## config.mk

```make
export PLATFORM = sky130hd
export DESIGN_NAME = modem_mode_sched
export DESIGN_NICKNAME = d
export VERILOG_FILES = /design/src/rtl/modem_mode_sched.sv
export SDC_FILE = /design/constraint.sdc
export NUM_CORES = 1
export LEC_CHECK = 0
export CAP_MARGIN = 20
export CORE_UTILIZATION = 30
export DETAILED_ROUTE_END_ITERATION = 7
export GPL_TIMING_DRIVEN = 0
export PLACE_DENSITY = 0.55
export SETUP_SLACK_MARGIN = 0.02
export SYNTH_ARGS = -nofsm -noshare
export SYNTH_HDL_FRONTEND = slang
export SYNTH_SLANG_ARGS = --single-unit
```

## constraint.sdc

```tcl
create_clock -name clk -period 5.1 [get_ports clk]
set_input_delay 1.02 -clock clk [delete_from_list [all_inputs] [get_ports clk]]
set_output_delay 1.02 -clock clk [all_outputs]
set_load 0.05 [all_outputs]
```

## src/rtl/modem_mode_sched.sv

```systemverilog
// Mode-switch scheduler: synchronises and debounces the mode select, then switches the
// datapath mode on a symbol boundary behind a mute/flush/clear/settle sequence.
module modem_mode_sched #(
    parameter int DEBOUNCE_CYC = 4,
    parameter int SYM_TIMEOUT  = 1024,
    parameter int FLUSH_CYC    = 8,
    parameter int SETTLE_CYC   = 16
) (
    input  logic       clk,
    input  logic       rst_n,
    input  logic       ena,
    input  logic [1:0] sel_in,
    input  logic       sym_tick,
    output logic [1:0] mode,
    output logic       dp_clr,
    output logic       mute,
    output logic       demod_en,
    output logic       busy,
    output logic       mode_done
);

    localparam int CNT_MAX_A = (SYM_TIMEOUT > SETTLE_CYC) ? SYM_TIMEOUT : SETTLE_CYC;
    localparam int CNT_MAX   = (CNT_MAX_A > FLUSH_CYC) ? CNT_MAX_A : FLUSH_CYC;
    localparam int CNT_W     = (CNT_MAX > 1) ? $clog2(CNT_MAX) : 1;
    localparam int DB_W      = $clog2(DEBOUNCE_CYC + 1);

    typedef enum logic [1:0] {ST_RUN, ST_WAIT_SYM, ST_FLUSH, ST_SETTLE} state_t;

    // Two-flop synchroniser per select bit
    logic [1:0] s;
    genvar gi;
    generate
        for (gi = 0; gi < 2; gi++) begin : g_sync
            logic meta_reg;
            logic sync_reg;
            always_ff @(posedge clk or negedge rst_n) begin
                if (!rst_n) begin
                    meta_reg <= 1'b0;
                    sync_reg <= 1'b0;
                end else begin
                    meta_reg <= sel_in[gi];
                    sync_reg <= meta_reg;
                end
            end
            assign s[gi] = sync_reg;
        end
    endgenerate

    logic [1:0]      s_prev_reg;
    logic [1:0]      req_reg;
    logic [DB_W-1:0] db_cnt_reg;
    logic [DB_W-1:0] db_run;

    // A fresh value of s counts as the first stable cycle of its own run
    always_comb begin
        db_run = (s != s_prev_reg) ? DB_W'(1) : db_cnt_reg + DB_W'(1);
    end

    always_ff @(posedge clk or negedge rst_n) begin
        if (!rst_n) begin
            s_prev_reg <= 2'd0;
            req_reg    <= 2'd0;
            db_cnt_reg <= '0;
        end else begin
            s_prev_reg <= s;
            if (s == req_reg) begin
                db_cnt_reg <= '0;
            end else if (db_run == DB_W'(DEBOUNCE_CYC)) begin
                req_reg    <= s;
                db_cnt_reg <= '0;
            end else begin
                db_cnt_reg <= db_run;
            end
        end
    end

    state_t           state_reg, state_next;
    logic [CNT_W-1:0] cnt_reg, cnt_next;
    logic [1:0]       mode_reg, mode_next;
    logic             sw_reg, sw_next;
    logic             dp_clr_reg, dp_clr_next;
    logic             mute_reg, mute_next;
    logic             demod_en_reg, demod_en_next;
    logic             busy_reg, busy_next;
    logic             mode_done_reg, mode_done_next;

    always_ff @(posedge clk or negedge rst_n) begin
        if (!rst_n) begin
            state_reg     <= ST_SETTLE;
            cnt_reg       <= '0;
            mode_reg      <= 2'd0;
            sw_reg        <= 1'b0;
            dp_clr_reg    <= 1'b0;
            mute_reg      <= 1'b1;
            demod_en_reg  <= 1'b0;
            busy_reg      <= 1'b1;
            mode_done_reg <= 1'b0;
        end else begin
            state_reg     <= state_next;
            cnt_reg       <= cnt_next;
            mode_reg      <= mode_next;
            sw_reg        <= sw_next;
            dp_clr_reg    <= dp_clr_next;
            mute_reg      <= mute_next;
            demod_en_reg  <= demod_en_next;
            busy_reg      <= busy_next;
            mode_done_reg <= mode_done_next;
        end
    end

    // sw_reg marks a SETTLE entered from FLUSH, so the reset-entry SETTLE gives no mode_done
    always_comb begin
        state_next = state_reg;
        cnt_next   = cnt_reg;
        mode_next  = mode_reg;
        sw_next    = sw_reg;
        if (!ena) begin
            state_next = ST_RUN;
            cnt_next   = '0;
            sw_next    = 1'b0;
        end else begin
            case (state_reg)
                ST_RUN: begin
                    sw_next = 1'b0;
                    if (req_reg != mode_reg) begin
                        state_next = ST_WAIT_SYM;
                        cnt_next   = '0;
                    end
                end
                ST_WAIT_SYM: begin
                    if (req_reg == mode_reg) begin
                        state_next = ST_RUN;
                        cnt_next   = '0;
                    end else if (sym_tick || cnt_reg == CNT_W'(SYM_TIMEOUT - 1)) begin
                        state_next = ST_FLUSH;
                        cnt_next   = '0;
                    end else begin
                        cnt_next = cnt_reg + CNT_W'(1);
                    end
                end
                ST_FLUSH: begin
                    if (cnt_reg == CNT_W'(FLUSH_CYC - 1)) begin
                        state_next = ST_SETTLE;
                        cnt_next   = '0;
                        mode_next  = req_reg;
                        sw_next    = 1'b1;
                    end else begin
                        cnt_next = cnt_reg + CNT_W'(1);
                    end
                end
                default: begin
                    if (cnt_reg == CNT_W'(SETTLE_CYC - 1)) begin
                        state_next = ST_RUN;
                        cnt_next   = '0;
                    end else begin
                        cnt_next = cnt_reg + CNT_W'(1);
                    end
                end
            endcase
        end
    end

    // Outputs are decoded from the next state so the registered values track the state
    always_comb begin
        mute_next      = !ena || state_next == ST_FLUSH || state_next == ST_SETTLE;
        demod_en_next  = !mute_next;
        busy_next      = state_next != ST_RUN;
        dp_clr_next    = ena && state_reg == ST_FLUSH && state_next == ST_SETTLE;
        mode_done_next = ena && sw_reg && state_reg == ST_SETTLE && state_next == ST_RUN;
    end

    assign mode      = mode_reg;
    assign dp_clr    = dp_clr_reg;
    assign mute      = mute_reg;
    assign demod_en  = demod_en_reg;
    assign busy      = busy_reg;
    assign mode_done = mode_done_reg;

endmodule
```

==> metrics.log, run 1 <==
[metrics] sequential power share: 47.4%
[metrics] worst setup path endpoint: mute
[metrics] average routed wire per standard cell: 12.6 um
[metrics] R2R Setup Slk: 3.22 ns
[metrics] count of buffers added by post-CTS timing repair for setup: 0
[metrics] count of maximum capacitance violations: 0
[metrics] clock tree from TritonCTS: yes
[metrics] Crit Path Class: reg2out
[metrics] critical register-to-register path endpoint: cnt_reg[1]
[metrics] origin of the critical flop-to-flop path: cnt_reg[0]
[metrics] share of cells above drive strength 1: 17.0%
[metrics] worst clock skew on the final layout: 0.00484 ns
[metrics] # rows: 24
[metrics] ranking of synthesized cells by instance count: 27 x dfrtp_1, 14 x nor2_1, 12 x nand2_1
[metrics] top-area cell type share of the netlist area: 46.7%
[metrics] Period Utilization, post-route: 51.2%
[metrics] Clock Path Buffers: 2
[metrics] number of flip-flops and latches in the synthesized netlist: 31
[metrics] gate count of the mapped netlist: 132
[metrics] WP buf/inv: 1
[metrics] synth-to-layout area growth: 22.5%
[metrics] y dimension of the die: between 70 and 80 um
[metrics] proportion of register bits with asynchronous set or reset after synthesis: between 90% and 100%
[metrics] Max-Slew Margin vs Limit: roughly half
[metrics] leading cell type by number of instances after synthesis: dfrtp_1
[metrics] HPWL after detailed placement: 1.90 mm
[metrics] number of buffers added to fix hold violations after cts: 0
[metrics] power per cell area: 309 mW/mm^2
[metrics] vias post-DR: 992
[metrics] setup violation total in the final timing report: 0
[metrics] register area share after synthesis: 53.9%
[metrics] flip-flop count of the largest register after layout: 10
[metrics] relative contribution of the clock network to total power: 43.6%
[metrics] count of unresolved DRC violations after routing: 0
[metrics] largest net degree at the start of global routing: 18
[metrics] internal power summed over all cells: about 0.42 mW
[metrics] vias in the first global route: just under 1000
[metrics] number of iterations in the first detailed-routing pass: 4
[metrics] number of sinks driven by the clock tree: 31
[metrics] post_cts resized: 0
[metrics] synthesized net count: 140
[metrics] master of the slowest instance on the critical path: clkdlybuf4s50_1
[metrics] IR Drop Worst-Case VDD: 0.107 mV
[metrics] number of port buffers: 12
[metrics] actual transition at the worst max-transition pin: 0.734 ns
[metrics] area of the mapped netlist: 0.00145 mm^2
[metrics] final weighted congestion in routability-driven placement: 0.775
[metrics] die area: 0.00511 mm^2
[metrics] largest fanout on the critical path: 1
[metrics] Reg clk slew, reported paths: 0.07 ns
[metrics] post-route minimum period: approximately 2.6 ns
[metrics] Synth warnings: 0
[metrics] post-detailed-route count of antenna-violating nets: 0
[metrics] overflow left after global routing: 0
[metrics] Comb power frac: about 9%
[metrics] type of element launching the critical path: flop
[metrics] Critical Path Max Stage Delay: slightly below 0.8 ns
[metrics] CTS H-tree lvls: 2
[metrics] number of antenna violations at the first check in global routing: 0
[metrics] starting density of the core: 32.1%
[metrics] crit-path leading delay family: buffers and inverters
[metrics] maximum operating frequency: 383 MHz
[metrics] Yosys cell types: 33
[metrics] number of synthesized flops with an enable pin: 0
[metrics] Data required, critical path: 4.08 ns
[metrics] DRC violation total after the first TritonRoute iteration: 29
[metrics] element type at the critical path end: primary output
[metrics] cell types occupying the most area after synthesis: dfrtp_1 47%, dfstp_2 7.3%, xnor2_1 4.8%
[metrics] count of pins over their slew limit: 0
[metrics] result of the run: finished, final reports clean
[metrics] critical path data arrival time: approximately 1.6 ns
[metrics] Root Buffer Master: clkbuf_8
[metrics] depth of the critical timing path with buffers and inverters included: 1
[metrics] P_sw: around 0.13 mW
[metrics] Hold WC Path Type: reg2reg
[metrics] core area: 0.00450 mm^2
[metrics] total detailed-routing wirelength: between 2 and 3 mm
[metrics] total I/O pin count: 13
[metrics] Total Routing Usage GR: 11.4%
[metrics] Inserted Clock Buffers: 5
[metrics] insertion delay of the later-clocked pin in the worst-skew pair: between 0.2 and 0.3 ns
[metrics] horizontal die dimension: 71.5 um
[metrics] final-stage net count: 160
[metrics] count of final hold-check violations: 0
[metrics] RSZ-0062 raised after global routing: false
[metrics] worst path cell trace: clkdlybuf4s50_1
[metrics] FILL cells: approximately 450
[metrics] cell type with the largest total area after synthesis: dfrtp_1
[metrics] diode insertion count for antenna repair: 0
[metrics] leak pwr: a little over 0.7 nW
[metrics] setup TNS after final layout: 0 ns
[metrics] number of instances on the worst hold path: 0
[metrics] Net Sw Frac: between 20% and 30%
[metrics] predominant post-synthesis flop cell: dfrtp_1
[metrics] Post-Syn Area per Cell: 11.0 um^2
[metrics] via count normalized by instance count: between 4 and 5
[metrics] Worst Reg-to-Reg Cells: 7
[metrics] Overall Power: 0.548 mW
[metrics] wire length of the first global-routing pass: 4.37 mm
[metrics] CP startpoint: mute
[cells in the final DEF, fill, tap and decap left out, drive strengths merged, types with 2 or more instances in the layout]
| cell type | Yosys | layout |
|---|---|---|
| a21oi | 9 | 9 |
| a31oi | 2 | 2 |
| a32o | 2 | 2 |
| and3 | 3 | 3 |
| and4 | 2 | 2 |
| buf | 3 | 4 |
| clkbuf | 1 | 6 |
| clkdlybuf4s50 | 0 | 12 |
| clkinv | 0 | 2 |
| dfrtp | 27 | 27 |
| dfstp | 4 | 4 |
| ha | 2 | 2 |
| inv | 4 | 4 |
| mux2 | 4 | 4 |
| nand2 | 12 | 12 |
| nand3 | 4 | 4 |
| nand4 | 4 | 4 |
| nor2 | 14 | 14 |
| nor3 | 4 | 4 |
| nor3b | 2 | 2 |
| nor4 | 2 | 2 |
| o21a | 2 | 2 |
| o21ai | 8 | 8 |
| xnor2 | 8 | 8 |
| xor2 | 4 | 4 |
[metal layers]
layer  GRT usage [%]  up-vias  share of wire, %
met5               0        -                 0
met1            13.9      467                47
met2            17.5       16                47
li1                -      502                 -
met3            3.80        7               3.1
met4            7.19        0               2.9
[worst min-delay path by stage]
stage                              end                from  slack [ns]
floorplan           g_sync[0].sync_reg  g_sync[0].meta_reg        0.33
global placement    g_sync[0].sync_reg  g_sync[0].meta_reg        0.34
detailed placement  g_sync[1].sync_reg  g_sync[1].meta_reg        0.34
CTS                 g_sync[1].sync_reg  g_sync[1].meta_reg        0.36
global route        g_sync[1].sync_reg  g_sync[1].meta_reg        0.37
finish              g_sync[1].sync_reg  g_sync[1].meta_reg        0.36
[layout make-up]
class	instances	area, um^2	share of cell area (%)
Sequential cell	31	781	44.0
Multi-Input combinational cell	93	608	34.3
Timing Repair Buffer	13	148	8.33
Clock buffer	5	68.8	3.88
Tap cell	52	65.1	3.67
Clock inverter	3	43.8	2.47
Buffer	4	43.8	2.47
Inverter	4	15.0	0.847
[power by group through the flow]
stage          logic [mW]  registers, mW  clock network [mW]
3_5_place_dp       0.0502          0.264                   0
2_1_floorplan      0.0257          0.268                   0
6_report           0.0496          0.260               0.239
5_1_grt            0.0555          0.261               0.254
4_1_cts            0.0503          0.260               0.245
3_3_place_gp       0.0462          0.264                   0
[kinds of logic (layout without fill, tap and decap cells)]
family	count (synthesis)	after routing	synth area share [%]
AOI/OAI and AO/OA	25	25	11.3
DFF	31	31	53.9
buffers and inverters	8	29	4.06
muxes	4	4	3.11
and+or+nand+nor	50	50	18.6
adders and majority gates	2	2	1.73
xor gates and xnor gates	12	12	7.26
[stage by stage]
| step | util, % | worst slack (ns) | hold slack (ns) | std cells | cell area, um^2 |
|---|---|---|---|---|---|
| 3_3_place_gp | 36.3 | 2.42 | 0.336 | 196 | 1630 |
| 4_1_cts | 39.4 | 2.48 | 0.358 | 205 | 1770 |
| 3_5_place_dp | 36.9 | 2.41 | 0.342 | 197 | 1660 |
| 6_report | 39.4 | 2.49 | 0.356 | 205 | 1770 |
| 5_1_grt | 39.4 | 2.46 | 0.369 | 205 | 1770 |
| 2_1_floorplan | - | 3.25 | 0.331 | 132 | 1450 |
No activity file was read; power rests on OpenSTA's default activity.
==> inputs of run 2 (changes only) <==
- clock period: 5.1 -> 2.6 ns (I/O delays scaled with it)
==> results of run 2 <==
The final DEF is identical to that of run 1. Status: finished, final reports clean.
Among the figures that moved: setup slack after placement 2.41 ns -> 0.411 ns; setup slack after layout 2.49 ns -> 0.487 ns; register-to-register setup slack 3.22 ns -> 0.72 ns; total power 0.548 mW -> 1.08 mW; worst IR drop on VDD 0.107 mV -> 0.209 mV
